**config.mk**
```make
export PLATFORM = sky130hd
export DESIGN_NAME = dbg_mem_bridge
export DESIGN_NICKNAME = d
export VERILOG_FILES = /design/src/rtl/dbg_bridge_pkg.sv /design/src/rtl/dbg_req_fifo.sv /design/src/rtl/dbg_mem_bridge.sv
export SDC_FILE = /design/constraint.sdc
export NUM_CORES = 1
export LEC_CHECK = 0
export BUFFER_PORTS_ARGS = -buffer_cell sky130_fd_sc_hd__buf_2
export CAP_MARGIN = 20
export CORE_MARGIN = 2
export CORE_UTILIZATION = 40
export CTS_CLUSTER_DIAMETER = 200
export DETAILED_ROUTE_END_ITERATION = 16
export PLACE_DENSITY = 0.66
export SYNTH_ARGS = -nofsm -noshare
export SYNTH_HDL_FRONTEND = slang
export SYNTH_SLANG_ARGS = --single-unit
```
**constraint.sdc**
```tcl
create_clock -name clk_i -period 10.77 [get_ports clk_i]
set_input_delay 1.077 -clock clk_i [delete_from_list [all_inputs] [get_ports clk_i]]
set_output_delay 1.077 -clock clk_i [all_outputs]
set_load 0.005 [all_outputs]
```
**src/rtl/dbg_bridge_pkg.sv**
```systemverilog
// Shared types and helpers for the debug-master to line-memory bridge.
package dbg_bridge_pkg;

    typedef enum logic {
        IDLE,
        XFER
    } state_t;

    // Reference request layout for a 32-bit debug port; the bridge builds its
    // own width-matched copy of this struct and hands it to the FIFO.
    typedef struct packed {
        logic        we;
        logic [31:0] addr;
        logic [3:0]  be;
        logic [31:0] wdata;
    } dbg_req_t;

    function automatic int unsigned lane_of(input logic [31:0] addr,
                                            input int unsigned data_w,
                                            input int unsigned line_w);
        logic [31:0] offs;
        offs = addr & (line_w / 8 - 1);
        return offs / (data_w / 8);
    endfunction

endpackage

```
**src/rtl/dbg_req_fifo.sv**
```systemverilog
// Synchronous request FIFO with wrap-around pointers; exposes the head and the
// entry behind it so the bridge can issue back-to-back transfers.
module dbg_req_fifo
    import dbg_bridge_pkg::*;
#(
    parameter int unsigned DEPTH = 2,
    parameter type         T     = dbg_req_t
) (
    input  logic clk_i,
    input  logic rst_ni,
    input  logic push_i,
    input  T     wdata_i,
    input  logic pop_i,
    output T     head_o,
    output T     next_o,
    output logic full_o,
    output logic empty_o,
    output logic two_o
);

    localparam int unsigned PTR_W = (DEPTH > 1) ? $clog2(DEPTH) : 1;
    localparam int unsigned CNT_W = $clog2(DEPTH + 1);

    T                 mem_q [DEPTH];
    logic [PTR_W-1:0] wptr_q;
    logic [PTR_W-1:0] rptr_q;
    logic [CNT_W-1:0] count_q;
    logic             do_push;
    logic             do_pop;

    function automatic logic [PTR_W-1:0] ptr_inc(input logic [PTR_W-1:0] p);
        return (p == PTR_W'(DEPTH - 1)) ? '0 : p + 1'b1;
    endfunction

    assign full_o  = (count_q == CNT_W'(DEPTH));
    assign empty_o = (count_q == '0);
    assign two_o   = (count_q > CNT_W'(1));
    assign do_push = push_i && !full_o;
    assign do_pop  = pop_i && !empty_o;
    assign head_o  = mem_q[rptr_q];
    assign next_o  = mem_q[ptr_inc(rptr_q)];

    always_ff @(posedge clk_i) begin
        if (do_push) begin
            mem_q[wptr_q] <= wdata_i;
        end
    end

    always_ff @(posedge clk_i or negedge rst_ni) begin
        if (!rst_ni) begin
            wptr_q  <= '0;
            rptr_q  <= '0;
            count_q <= '0;
        end else begin
            if (do_push) wptr_q <= ptr_inc(wptr_q);
            if (do_pop)  rptr_q <= ptr_inc(rptr_q);
            case ({do_push, do_pop})
                2'b10:   count_q <= count_q + 1'b1;
                2'b01:   count_q <= count_q - 1'b1;
                default: count_q <= count_q;
            endcase
        end
    end

endmodule

```
**src/rtl/dbg_mem_bridge.sv**
```systemverilog
// Bridges the debug module's req/gnt/r_valid master port onto the stb/we/resp
// line memory bus, with request buffering, lane steering and a bus timeout.
module dbg_mem_bridge
    import dbg_bridge_pkg::*;
#(
    parameter int unsigned DATA_W     = 32,
    parameter int unsigned LINE_W     = 32,
    parameter int unsigned FIFO_DEPTH = 2,
    parameter int unsigned TIMEOUT    = 1024
) (
    input  logic                  clk_i,
    input  logic                  rst_ni,
    input  logic                  req_i,
    input  logic                  we_i,
    input  logic [31:0]           addr_i,
    input  logic [DATA_W/8-1:0]   be_i,
    input  logic [DATA_W-1:0]     wdata_i,
    output logic                  gnt_o,
    output logic                  r_valid_o,
    output logic [DATA_W-1:0]     r_rdata_o,
    output logic                  r_err_o,
    output logic                  mem_stb_o,
    output logic                  mem_we_o,
    output logic [LINE_W/8-1:0]   mem_mbe_o,
    output logic [31:0]           mem_address_o,
    output logic [LINE_W-1:0]     mem_wdata_o,
    input  logic                  mem_resp_i,
    input  logic [LINE_W-1:0]     mem_rdata_i,
    output logic                  busy_o
);

    localparam int unsigned BE_W   = DATA_W / 8;
    localparam int unsigned MBE_W  = LINE_W / 8;
    localparam int unsigned LANES  = LINE_W / DATA_W;
    localparam int unsigned LANE_B = (LANES > 1) ? $clog2(LANES) : 1;
    localparam int unsigned CNT_W  = $clog2(TIMEOUT + 1);
    localparam logic [31:0] ALIGN  = 32'(MBE_W - 1);

    typedef struct packed {
        logic              we;
        logic [31:0]       addr;
        logic [BE_W-1:0]   be;
        logic [DATA_W-1:0] wdata;
    } req_t;

    state_t            state_q, state_d;
    logic [CNT_W-1:0]  cnt_q, cnt_d;
    logic [LANE_B-1:0] cur_lane_q;
    logic              cur_we_q;

    req_t              in_req, head, next, src;
    logic [LANE_B-1:0] src_lane;
    logic              fifo_full, fifo_empty, fifo_two;
    logic              push, resp_hit, tout_hit, done, load;

    dbg_req_fifo #(
        .DEPTH (FIFO_DEPTH),
        .T     (req_t)
    ) u_fifo (
        .clk_i   (clk_i),
        .rst_ni  (rst_ni),
        .push_i  (push),
        .wdata_i (in_req),
        .pop_i   (done),
        .head_o  (head),
        .next_o  (next),
        .full_o  (fifo_full),
        .empty_o (fifo_empty),
        .two_o   (fifo_two)
    );

    assign gnt_o  = !fifo_full;
    assign busy_o = !fifo_empty || (state_q == XFER);

    always_comb begin
        in_req.we    = we_i;
        in_req.addr  = addr_i;
        in_req.be    = be_i;
        in_req.wdata = wdata_i;

        push     = req_i && !fifo_full;
        resp_hit = (state_q == XFER) && mem_resp_i;
        tout_hit = (state_q == XFER) && !mem_resp_i && (cnt_q == CNT_W'(TIMEOUT - 1));
        done     = resp_hit || tout_hit;

        // The entry that becomes head after this cycle may be the one being
        // pushed right now, so it is taken straight from the request port.
        load = 1'b0;
        src  = head;
        if (state_q == IDLE) begin
            if (!fifo_empty) begin
                load = 1'b1;
            end else if (push) begin
                load = 1'b1;
                src  = in_req;
            end
        end else if (done) begin
            if (fifo_two) begin
                load = 1'b1;
                src  = next;
            end else if (push) begin
                load = 1'b1;
                src  = in_req;
            end
        end
        src_lane = LANE_B'(lane_of(src.addr, DATA_W, LINE_W));

        state_d = state_q;
        cnt_d   = cnt_q;
        if (load) begin
            state_d = XFER;
            cnt_d   = '0;
        end else if (done) begin
            state_d = IDLE;
            cnt_d   = '0;
        end else if (state_q == XFER && cnt_q != '1) begin
            cnt_d = cnt_q + 1'b1;
        end
    end

    always_ff @(posedge clk_i or negedge rst_ni) begin
        if (!rst_ni) begin
            state_q <= IDLE;
            cnt_q   <= '0;
        end else begin
            state_q <= state_d;
            cnt_q   <= cnt_d;
        end
    end

    always_ff @(posedge clk_i or negedge rst_ni) begin
        if (!rst_ni) begin
            mem_stb_o     <= 1'b0;
            mem_we_o      <= 1'b0;
            mem_mbe_o     <= '0;
            mem_address_o <= '0;
            mem_wdata_o   <= '0;
            cur_lane_q    <= '0;
            cur_we_q      <= 1'b0;
        end else if (load) begin
            mem_stb_o     <= 1'b1;
            mem_we_o      <= src.we;
            mem_mbe_o     <= MBE_W'(src.be) << (src_lane * BE_W);
            mem_address_o <= src.addr & ~ALIGN;
            mem_wdata_o   <= {LANES{src.wdata}};
            cur_lane_q    <= src_lane;
            cur_we_q      <= src.we;
        end else if (done) begin
            mem_stb_o     <= 1'b0;
            mem_we_o      <= 1'b0;
            mem_mbe_o     <= '0;
            mem_address_o <= '0;
            mem_wdata_o   <= '0;
        end
    end

    always_ff @(posedge clk_i or negedge rst_ni) begin
        if (!rst_ni) begin
            r_valid_o <= 1'b0;
            r_err_o   <= 1'b0;
            r_rdata_o <= '0;
        end else begin
            r_valid_o <= done;
            r_err_o   <= tout_hit;
            r_rdata_o <= (resp_hit && !cur_we_q) ?
                         mem_rdata_i[cur_lane_q*DATA_W +: DATA_W] : '0;
        end
    end

endmodule

```
==> impl_metrics.csv, run 1 <==
group,metric,value,unit
sta,slew_headroom,28.7,%
clock_tree,clk_path_buf_depth,3,
sta,finalHoldViolations,0,
synthesis,synth-edff-count,134,
setup_path,cpPeakStageDelay,820,ps
synthesis,synthAdderAreaFrac,0.500,%
power,total_power,4320,uW
sta,setup_slack,6990,ps
synthesis,ys_warn_count,0,
layout,utilization,47.9,%
outcome,outcome,"finished, final reports clean",
layout,fillers,2801,
setup_path,crit_family,"buffers and inverters",
synthesis,synth_top_family_by_area,"compound AO/OA/AOI/OAI gates",
synthesis,synth_compound_area_share,24.2,%
layout,final_common_cell,"buf_2",
min_path,hold_path_depth,2,
synthesis,ys_seq_area_share,55.7,%
setup_path,r2r-end,"mem_wdata_o[16]",
sta,grt_setup_unrepaired,"no",
clock_tree,cts-buffers-inserted,29,
place,place.gp.congestion,0.770,
routing,wl_per_cell,19.6,um
floorplan,io_pins,211,
routing,ant_nets,0,
setup_path,rrSetupSlack,6990,ps
place,place_ws,6980,ps
global_routing,grt_pass1_wl,52.3,mm
layout,nNetsFinal,1356,
sta,final-max-slew-violation-count,0,
min_path,min_from,"mem_address_o[11]",
flow_run,max_cap_violations,0,
synthesis,synth_area_per_cell,11.4,um^2
routing,drt-initial-drc-count,693,
sta,tns,0,ps
synthesis,synth-main-ff-cell,"edfxtp_1",
floorplan,design.die.area,32700,um^2
setup_path,r2r-start,"u_fifo.count_q[1]",
setup_path,reg2regPathDepth,8,
sta,min_period,3780,ps
clock_tree,cts_sinks,252,
sta,max_freq,265,MHz
setup_path,critPathMaxFanout,81,
setup_path,crit_chain,"inv_1, ha_1, nand2b_4, buf_4, nand2_2, buf_4, nor2_1, o31ai_1",
min_path,whs_endpoint,"mem_address_o[11]",
synthesis,synth_seq_cells,252,
routing,first_pass_iters,5,
clock_tree,cts_tree,"built",
synthesis,synth-async-reset-ratio,46.8,%
global_routing,antenna_found_initial,4,
synthesis,netlist.area_leader.share,32.1,%
synthesis,ys_types,54,
floorplan,rows,64,
clock_tree,clk_latency,540,ps
clock_tree,clkTransAtPathRegs,60,ps
synthesis,synthTopCellsByArea,"edfxtp_1, dfrtp_1, mux2i_1",
setup_path,crit_path_frequent_cell,"buf_4",
synthesis,synth-simple-area-share,8.45,%
floorplan,core,30700,um^2
setup_path,crit_type,"flip-flop to flip-flop",
sta,min_period_over_period,35.1,%
routing,route.detailed.drc,0,
floorplan,start_util,40.8,%
clock_tree,cts_resized,0,
power,leakage,0.00597,uW
synthesis,synth_xor_area_share,0.909,%
synthesis,syn_area,12500,um^2
global_routing,overflow,0,
synthesis,synth_cells,1098,
sta,worst_pin_slew,1070,ps
power,vdd_ir_drop_max,0.186,mV
place,dp_hpwl,18.8,mm
layout,drive_gt1_share,24.4,%
routing,vias,9783,
clock_tree,cts_hold_buffers,0,
routing,drt_wl_total,32.7,mm
routing,post_drt_via_cell_ratio,5.87,
setup_path,arrival,4160,ps
setup_path,worstPathRequired,11150,ps
floorplan,die_w,181,um
power,power_density,295,nW/um^2
setup_path,start_kind,"flip-flop",
global_routing,track_usage,19.5,%
global_routing,grt_max_degree,95,
clock_tree,post_cts_buffers,0,
sta,setup_viol,0,
floorplan,die_h,181,um
layout,layout.cells.most_common_list,"buf_2, edfxtp_1, dfrtp_1, nor2_1, mux2i_1",
synthesis,yosys-mux-area-fraction,6.08,%
global_routing,grt_pass1_vias,9774,
setup_path,path_buf_inv,3,
clock_tree,cts_max_level,1,
place,portBuffers,206,
synthesis,synth_top_cell_by_area,"edfxtp_1",
setup_path,cp_slowest_cell,"buf_4",
setup_path,worstSetupEndpointType,"flip-flop",
clock_tree,cts_root_buf,"clkbuf_16",
min_path,hold_class,"flip-flop to flip-flop",
layout,synthToLayoutAreaGrowth,17.2,%
sta,finalClockSkew,13.3,ps
cells by family (layout without fill, tap and decap cells):
group                    after synthesis  after routing
adder cells (fa/ha/maj)                5              5
multiplexers                          76             76
other                                  1              5
AO/OA/AOI/OAI                        406            406
XOR/XNOR                              13             13
flip-flops                           252            252
AND/OR/NAND/NOR                      233            233
buffers and inverters                112            281
metrics by stage:
stage / std cells / cell area (um^2) / hold WS, ps
floorplan: 1099 / 12500 / 460
global placement: 1611 / 13800 / 470
detailed placement: 1611 / 13800 / 485
CTS: 1664 / 14700 / 500
global route: 1664 / 14700 / 527
finish: 1667 / 14700 / 497
flip-flops by register name, summed over array words and instances, names as in the netlist:
register	flops
u_fifo.wptr_q	1
cnt_q	11
mem_stb_o	1
cur_we_q	1
r_valid_o	1
r_rdata_o	32
mem_we_o	1
mem_wdata_o	32
u_fifo.mem_q	134
u_fifo.count_q	2
mem_mbe_o	4
r_err_o	1
u_fifo.rptr_q	1
mem_address_o	30
worst reg2reg max path, stage by stage, from the launching register on:
cell and delay, ps:
dfrtp_1 460, inv_1 140, ha_1 230, nand2b_4 460
buf_4 830, nand2_2 740, buf_4 510, nor2_1 170
o31ai_1 90
synth_stat cells (5+ instances only):
cell type / count
mux2i_1: 76
edfxtp_1: 134
buf_4: 5
o31ai_1: 18
o21ai_1: 6
a22o_1: 9
xor2_1: 5
nand2_1: 58
inv_1: 6
a211oi_1: 10
o21ai_0: 66
a2bb2oi_1: 13
clkbuf_1: 65
o22ai_1: 44
nor2b_1: 5
a31oi_1: 22
dfrtp_1: 118
o221ai_1: 57
a211o_1: 9
xnor2_1: 8
buf_2: 28
buf_6: 5
o31ai_2: 28
and2_1: 35
a22oi_1: 44
a21oi_1: 14
nor2_1: 100
nor3_1: 15
o21a_1: 44
o22a_1: 14
ha_1: 5
power by group:
part / total (uW) / internal [uW] / switching (uW)
sequential: 1510 / 1320 / 189
combinational: 1890 / 760 / 1120
clock: 934 / 549 / 384
total: 4320 / 2630 / 1700
worst max path at each step:
stage | start | endpoint | cells past startpoint
floorplan | req_i | u_fifo.mem_q[0][0] | 4
global placement | u_fifo.count_q[1] | mem_address_o[6] | 8
detailed placement | u_fifo.count_q[1] | mem_mbe_o[1] | 8
CTS | u_fifo.count_q[1] | mem_mbe_o[1] | 8
global route | u_fifo.count_q[1] | mem_wdata_o[16] | 8
finish | u_fifo.count_q[1] | mem_wdata_o[16] | 8
cell type report:
| class | instances | area (um^2) | share of cell area (%) |
|---|---|---|---|
| flip-flops and latches | 252 | 6980 | 47.6 |
| inverters | 8 | 31.3 | 0.213 |
| repair buffers | 220 | 1140 | 7.78 |
| well taps | 396 | 495 | 3.38 |
| clock inverters | 7 | 40.0 | 0.273 |
| multi-input cells | 735 | 5110 | 34.8 |
| clock buffers | 46 | 870 | 5.93 |
| diodes | 3 | 7.51 | 0.0512 |
metal layers:
layer | vias up | GRT usage, % | routed length, um
li1 | 4531 | - | -
met4 | 2 | 5.16 | 652
met1 | 4851 | 26.5 | 14400
met3 | 53 | 4.52 | 2410
met2 | 346 | 31.5 | 15200
met5 | - | 0 | 13
Power figures use the tool's default switching activity.
==> run 2, diff against run 1 <==
- clock period: 10.77 -> 3.75 ns (I/O delays scaled with it)
==> run 2 against run 1 <==
Critical path depth is 1 higher. Wire length is 1.2% lower. Combinational power grew to 2.8 times the previous value. Clock skew is 5.6 ps higher. Worst hold slack worse by 470 ps. Critical path type unchanged. Largest power group unchanged. Highest routed layer unchanged.
==> impl_metrics.csv, run 2 (synthesis gave the netlist of run 1 again) <==
group,metric,value,unit
place,place.gp.congestion,0.769,
setup_path,start_kind,"flip-flop",
place,place_ws,893,ps
global_routing,grt_max_degree,83,
setup_path,critPathMaxFanout,56,
layout,regMostFlops,"u_fifo.mem_q",
routing,route.detailed.drc,0,
sta,worst_pin_slew,1070,ps
power,internal_power,7530,uW
routing,ant_nets,0,
place,portBuffers,206,
routing,post_drt_via_cell_ratio,5.76,
routing,vias,9663,
min_path,hold_path_depth,2,
min_path,hold_class,"input pin to flip-flop",
clock_tree,clkTransAtPathRegs,60,ps
floorplan,start_util,40.8,%
global_routing,grt_pass1_wl,51.2,mm
global_routing,overflow,0,
routing,first_pass_iters,5,
power,leakage,0.00604,uW
setup_path,worstSetupEndpointType,"flip-flop",
sta,finalClockSkew,18.9,ps
layout,final_common_cell,"buf_2",
floorplan,rows,64,
outcome,outcome,"finished, final reports clean",
routing,drt-initial-drc-count,712,
sta,final-max-slew-violation-count,0,
layout,multi_input_area,5100,um^2
clock_tree,clk_path_buf_depth,3,
floorplan,die_w,181,um
setup_path,r2r-end,"mem_mbe_o[1]",
floorplan,die_h,181,um
sta,max_freq,344,MHz
clock_tree,cts_max_level,1,
place,dpl_cell_area,13900,um^2
power,p_sw_share,39.4,%
floorplan,core,30700,um^2
layout,drive_gt1_share,25.2,%
routing,wl_per_cell,19.2,um
layout,nNetsFinal,1366,
floorplan,io_pins,211,
layout,layout.cells.most_common_list,"buf_2, edfxtp_1, dfrtp_1, nor2_1, mux2i_1",
place,dp_hpwl,19.0,mm
layout,synthToLayoutAreaGrowth,18.3,%
clock_tree,clk_latency,550,ps
sta,tns,0,ps
layout,fillers,2772,
min_path,whs_endpoint,"r_rdata_o[31]",
sta,slew_headroom,28.9,%
clock_tree,cts_tree,"built",
routing,drt_wl_total,32.2,mm
power,vdd_ir_drop_max,0.537,mV
setup_path,r2r-start,"u_fifo.count_q[0]",
power,clock_power_share,21.3,%
power,power_frac_seq,35.4,%
min_path,min_from,"mem_rdata_i[31]",
clock_tree,cts-buffers-inserted,29,
sta,setup_viol,0,
layout,reg_top3,"u_fifo.mem_q: 134 flops, mem_wdata_o: 32 flops, r_rdata_o: 32 flops",
sta,setup_slack,839,ps
layout,design_area,14800,um^2
global_routing,grt_pass1_vias,9502,
sta,grt_setup_unrepaired,"no",
setup_path,rrSetupSlack,840,ps
floorplan,design.die.area,32700,um^2
power,pwr-share-comb,43.3,%
clock_tree,cts_sinks,252,
clock_tree,cts_root_buf,"clkbuf_16",
setup_path,crit_type,"flip-flop to flip-flop",
layout,seq_area,6980,um^2
sta,min_period_over_period,77.6,%
setup_path,worstPathRequired,4190,ps
layout,largest_register_ffs,134,
power,p_sw,4900,uW
setup_path,reg2regPathDepth,9,
global_routing,antenna_found_initial,6,
sta,min_period,2910,ps
setup_path,arrival,3350,ps
sta,finalHoldViolations,0,
global_routing,track_usage,19.2,%
power,power_density,839,nW/um^2
flow_run,max_cap_violations,0,
==> run 2: cell type report <==
cell class              count  share of cell area (%)
repair buffers            230                    8.77
clock inverters            23                   0.997
clock buffers              31                    5.02
diodes                      4                  0.0676
well taps                 396                    3.35
multi-input cells         735                    34.5
inverters                   8                   0.211
flip-flops and latches    252                    47.1
==> run 2: worst max-delay path by stage <==
stage | slack, ps | endpoint | startpoint | cells after the start
finish | 840 | mem_mbe_o[1] | u_fifo.count_q[0] | 9
global route | 640 | mem_address_o[18] | u_fifo.count_q[0] | 9
CTS | 860 | mem_mbe_o[1] | u_fifo.count_q[0] | 9
detailed placement | 890 | mem_mbe_o[1] | u_fifo.count_q[0] | 9
global placement | 1000 | mem_address_o[6] | u_fifo.count_q[0] | 9
floorplan | 250 | u_fifo.mem_q[1][0] | u_fifo.count_q[0] | 7
==> run 2: per-layer routing <==
layer / up-vias / part of all wire [%] / track usage (%)
met5: - / 0.084 / 0
met4: 4 / 1.2 / 3.61
met3: 34 / 7.8 / 4.72
met2: 327 / 47 / 31.8
met1: 4737 / 44 / 25.7
li1: 4561 / - / -
==> run 2: power groups by stage <==
stage	Clock (uW)	Sequential, uW	Combinational, uW
after floorplan	0	4230	4010
after CTS	2720	4400	5430
final	2650	4400	5380
after global placement	0	4400	5290
after detailed placement	0	4450	5410
after global routing	2830	4510	5960
==> run 2: through the flow <==
stage	utilization (%)	instances	hold slack (ps)	power (uW)
after CTS	48.1	1673	6.01	12600
final	48.3	1679	31.6	12400
after floorplan	-	1099	79.4	8240
after detailed placement	45.2	1619	473	9860
after global placement	45.2	1619	459	9700
after global routing	48.3	1675	16.7	13300
==> run 2: critical path, stage by stage, from the launching register on <==
cell and delay [ps]:
dfrtp_1 390, inv_1 100, ha_1 270, nor2b_4 500, inv_2 250, nand2_4 120
buf_4 500, o221ai_1 240, o21a_1 190, o31ai_2 190
==> run 2: repair_timing <==
action                    4_1_cts  5_1_grt
gates resized for setup         0        0
hold buffers                    0        1
hold endpoints to repair        0       17
setup buffers                   0        0
==> run 3, diff against run 2 <==
- clock period: 3.75 -> 2.7 ns (I/O delays scaled with it)
==> run 3 against run 2 <==
Critical path depth decreased by 1. Setup slack worse by 480 ps. Clock skew rose by 12 ps. Final area increased by 8.1%. Clock-buffer cell count grew 11. Wire length is 6.5% higher. Cell count is 6.2% higher. Total power rose by 44%. Register-to-register slack worse by 480 ps. Worst hold slack improved by 34 ps. Via count rose by 5.5%. Flip-flop and latch count stayed put. Critical endpoint is now mem_wdata_o[1]. Highest routed layer unchanged.
==> impl_metrics.csv, run 3 (synthesis gave the netlist of run 1 again) <==
group,metric,value,unit
global_routing,grt_pass1_vias,10300,
floorplan,io_pins,211,
flow_run,max_cap_violations,0,
clock_tree,post_cts_buffers,0,
sta,finalHoldViolations,0,
floorplan,core,30700,um^2
min_path,hold_path_depth,3,
sta,slew_headroom,38.3,%
setup_path,critPathMaxFanout,60,
setup_path,crit_family,"buffers and inverters",
place,dp.cells,1628,
global_routing,track_usage,20.6,%
setup_path,worstPathRequired,3130,ps
routing,post_drt_via_cell_ratio,5.72,
clock_tree,cts_resized,0,
layout,regMostFlops,"u_fifo.mem_q",
place,place.gp.congestion,0.741,
clock_tree,cts_root_buf,"clkbuf_16",
setup_path,worstSetupEndpointType,"flip-flop",
floorplan,design.die.area,32700,um^2
layout,fin_cells,1783,
layout,nNetsFinal,1473,
setup_path,r2r-start,"u_fifo.count_q[1]",
floorplan,start_util,40.8,%
clock_tree,cts-buffers-inserted,29,
global_routing,overflow,0,
layout,largest_register_ffs,134,
place,place_ws,384,ps
routing,drt-initial-drc-count,726,
setup_path,rrSetupSlack,360,ps
setup_path,crit_type,"flip-flop to flip-flop",
sta,final-max-slew-violation-count,0,
power,internal_power,10900,uW
floorplan,die_w,181,um
setup_path,r2r-end,"mem_wdata_o[1]",
setup_path,cp_slowest_cell,"dfrtp_1",
setup_path,crit_path_frequent_cell,"buf_12",
clock_tree,clk_path_buf_depth,3,
power,power_density,1120,nW/um^2
setup_path,crit_chain,"inv_1, ha_1, nand2b_4, nand2_4, buf_12, nand2_2, buf_12, o31ai_1",
clock_tree,cts_sinks,252,
sta,min_period,2340,ps
clock_tree,cts_tree,"built",
layout,fillers,2626,
sta,min_period_over_period,86.6,%
routing,route.detailed.drc,0,
setup_path,reg2regPathDepth,8,
setup_path,path_buf_inv,3,
global_routing,antenna_found_initial,1,
min_path,hold_class,"input pin to flip-flop",
setup_path,arrival,2770,ps
power,total_power,17900,uW
sta,setup_viol,0,
sta,worst_pin_slew,926,ps
place,dp_hpwl,19.6,mm
sta,tns,0,ps
layout,drive_gt1_share,23.6,%
power,p_sw_share,39.0,%
global_routing,grt_max_degree,100,
routing,wl_per_cell,19.3,um
routing,drt_wl_total,34.3,mm
min_path,whs_endpoint,"r_valid_o",
clock_tree,cts_max_level,1,
sta,setup_slack,361,ps
sta,whs,65.1,ps
power,leakage,0.00654,uW
floorplan,rows,64,
routing,ant_nets,0,
layout,layout.cells.most_common_list,"buf_2, edfxtp_1, dfrtp_1, dlygate4sd3_1, nor2_1",
setup_path,crit_start,"u_fifo.count_q[1]",
layout,reg_top3,"u_fifo.mem_q: 134 flops, mem_wdata_o: 32 flops, r_rdata_o: 32 flops",
place,portBuffers,206,
clock_tree,clk_latency,560,ps
sta,max_freq,428,MHz
routing,vias,10200,
layout,synthToLayoutAreaGrowth,27.9,%
power,power_frac_seq,33.2,%
min_path,min_from,"mem_resp_i",
outcome,outcome,"finished, final reports clean",
sta,grt_setup_unrepaired,"no",
clock_tree,cts_hold_buffers,100,
clock_tree,clkTransAtPathRegs,70,ps
floorplan,die_h,181,um
setup_path,start_kind,"flip-flop",
layout,final_common_cell,"buf_2",
routing,first_pass_iters,5,
sta,finalClockSkew,31.3,ps
power,clock_power_share,21.2,%
global_routing,grt_pass1_wl,55.0,mm
power,p_sw,6970,uW
power,pwr-share-comb,45.5,%
setup_path,cpPeakStageDelay,480,ps
power,vdd_ir_drop_max,0.816,mV
==> run 3: metrics by stage <==
step | utilization (%) | cell area [um^2]
floorplan | - | 12500
global placement | 45.9 | 14100
detailed placement | 45.9 | 14100
CTS | 52.2 | 16000
global route | 52.2 | 16000
finish | 52.2 | 16000
==> run 3: worst max path at each step <==
| stage | to | slack (ps) | cells past startpoint |
|---|---|---|---|
| global placement | mem_wdata_o[8] | 450 | 8 |
| floorplan | u_fifo.mem_q[1][0] | 260 | 7 |
| CTS | mem_wdata_o[1] | 340 | 8 |
| global route | mem_wdata_o[1] | 180 | 8 |
| detailed placement | mem_wdata_o[1] | 380 | 8 |
| finish | mem_wdata_o[1] | 360 | 8 |
==> run 3: cell type report <==
| type | instances | area, um^2 | share of cell area, % |
|---|---|---|---|
| sequential | 252 | 6980 | 43.6 |
| multi-input combinational | 735 | 5100 | 31.9 |
| timing repair buffer | 337 | 2470 | 15.4 |
| clock buffer | 42 | 825 | 5.15 |
| tap | 396 | 495 | 3.09 |
| clock inverter | 12 | 104 | 0.649 |
| inverter | 8 | 31.3 | 0.195 |
| antenna | 1 | 2.50 | 0.0156 |
==> run 3: worst min-delay path: cells and delay by family <==
family | cells | cell delay, ps
buffers and inverters | 2 | 220
AOI/OAI and AO/OA | 1 | 100
==> run 3: power groups by stage <==
stage	combinational, uW	clock (uW)	sequential, uW
3_3_place_gp	7820	0	5940
5_1_grt	8970	4040	6070
2_1_floorplan	5580	0	5860
6_report	8140	3800	5940
4_1_cts	8180	3900	5930
3_5_place_dp	8020	0	6000
==> run 3: layer usage <==
layer	share of wire [%]	track usage, %	vias up	wire (um)
met3	7.1	3.51	43	2440
met2	48	34.4	379	16300
met4	1.6	4.68	2	548
met1	44	28.2	5005	15000
li1	-	-	4766	-
met5	0.047	0	-	16
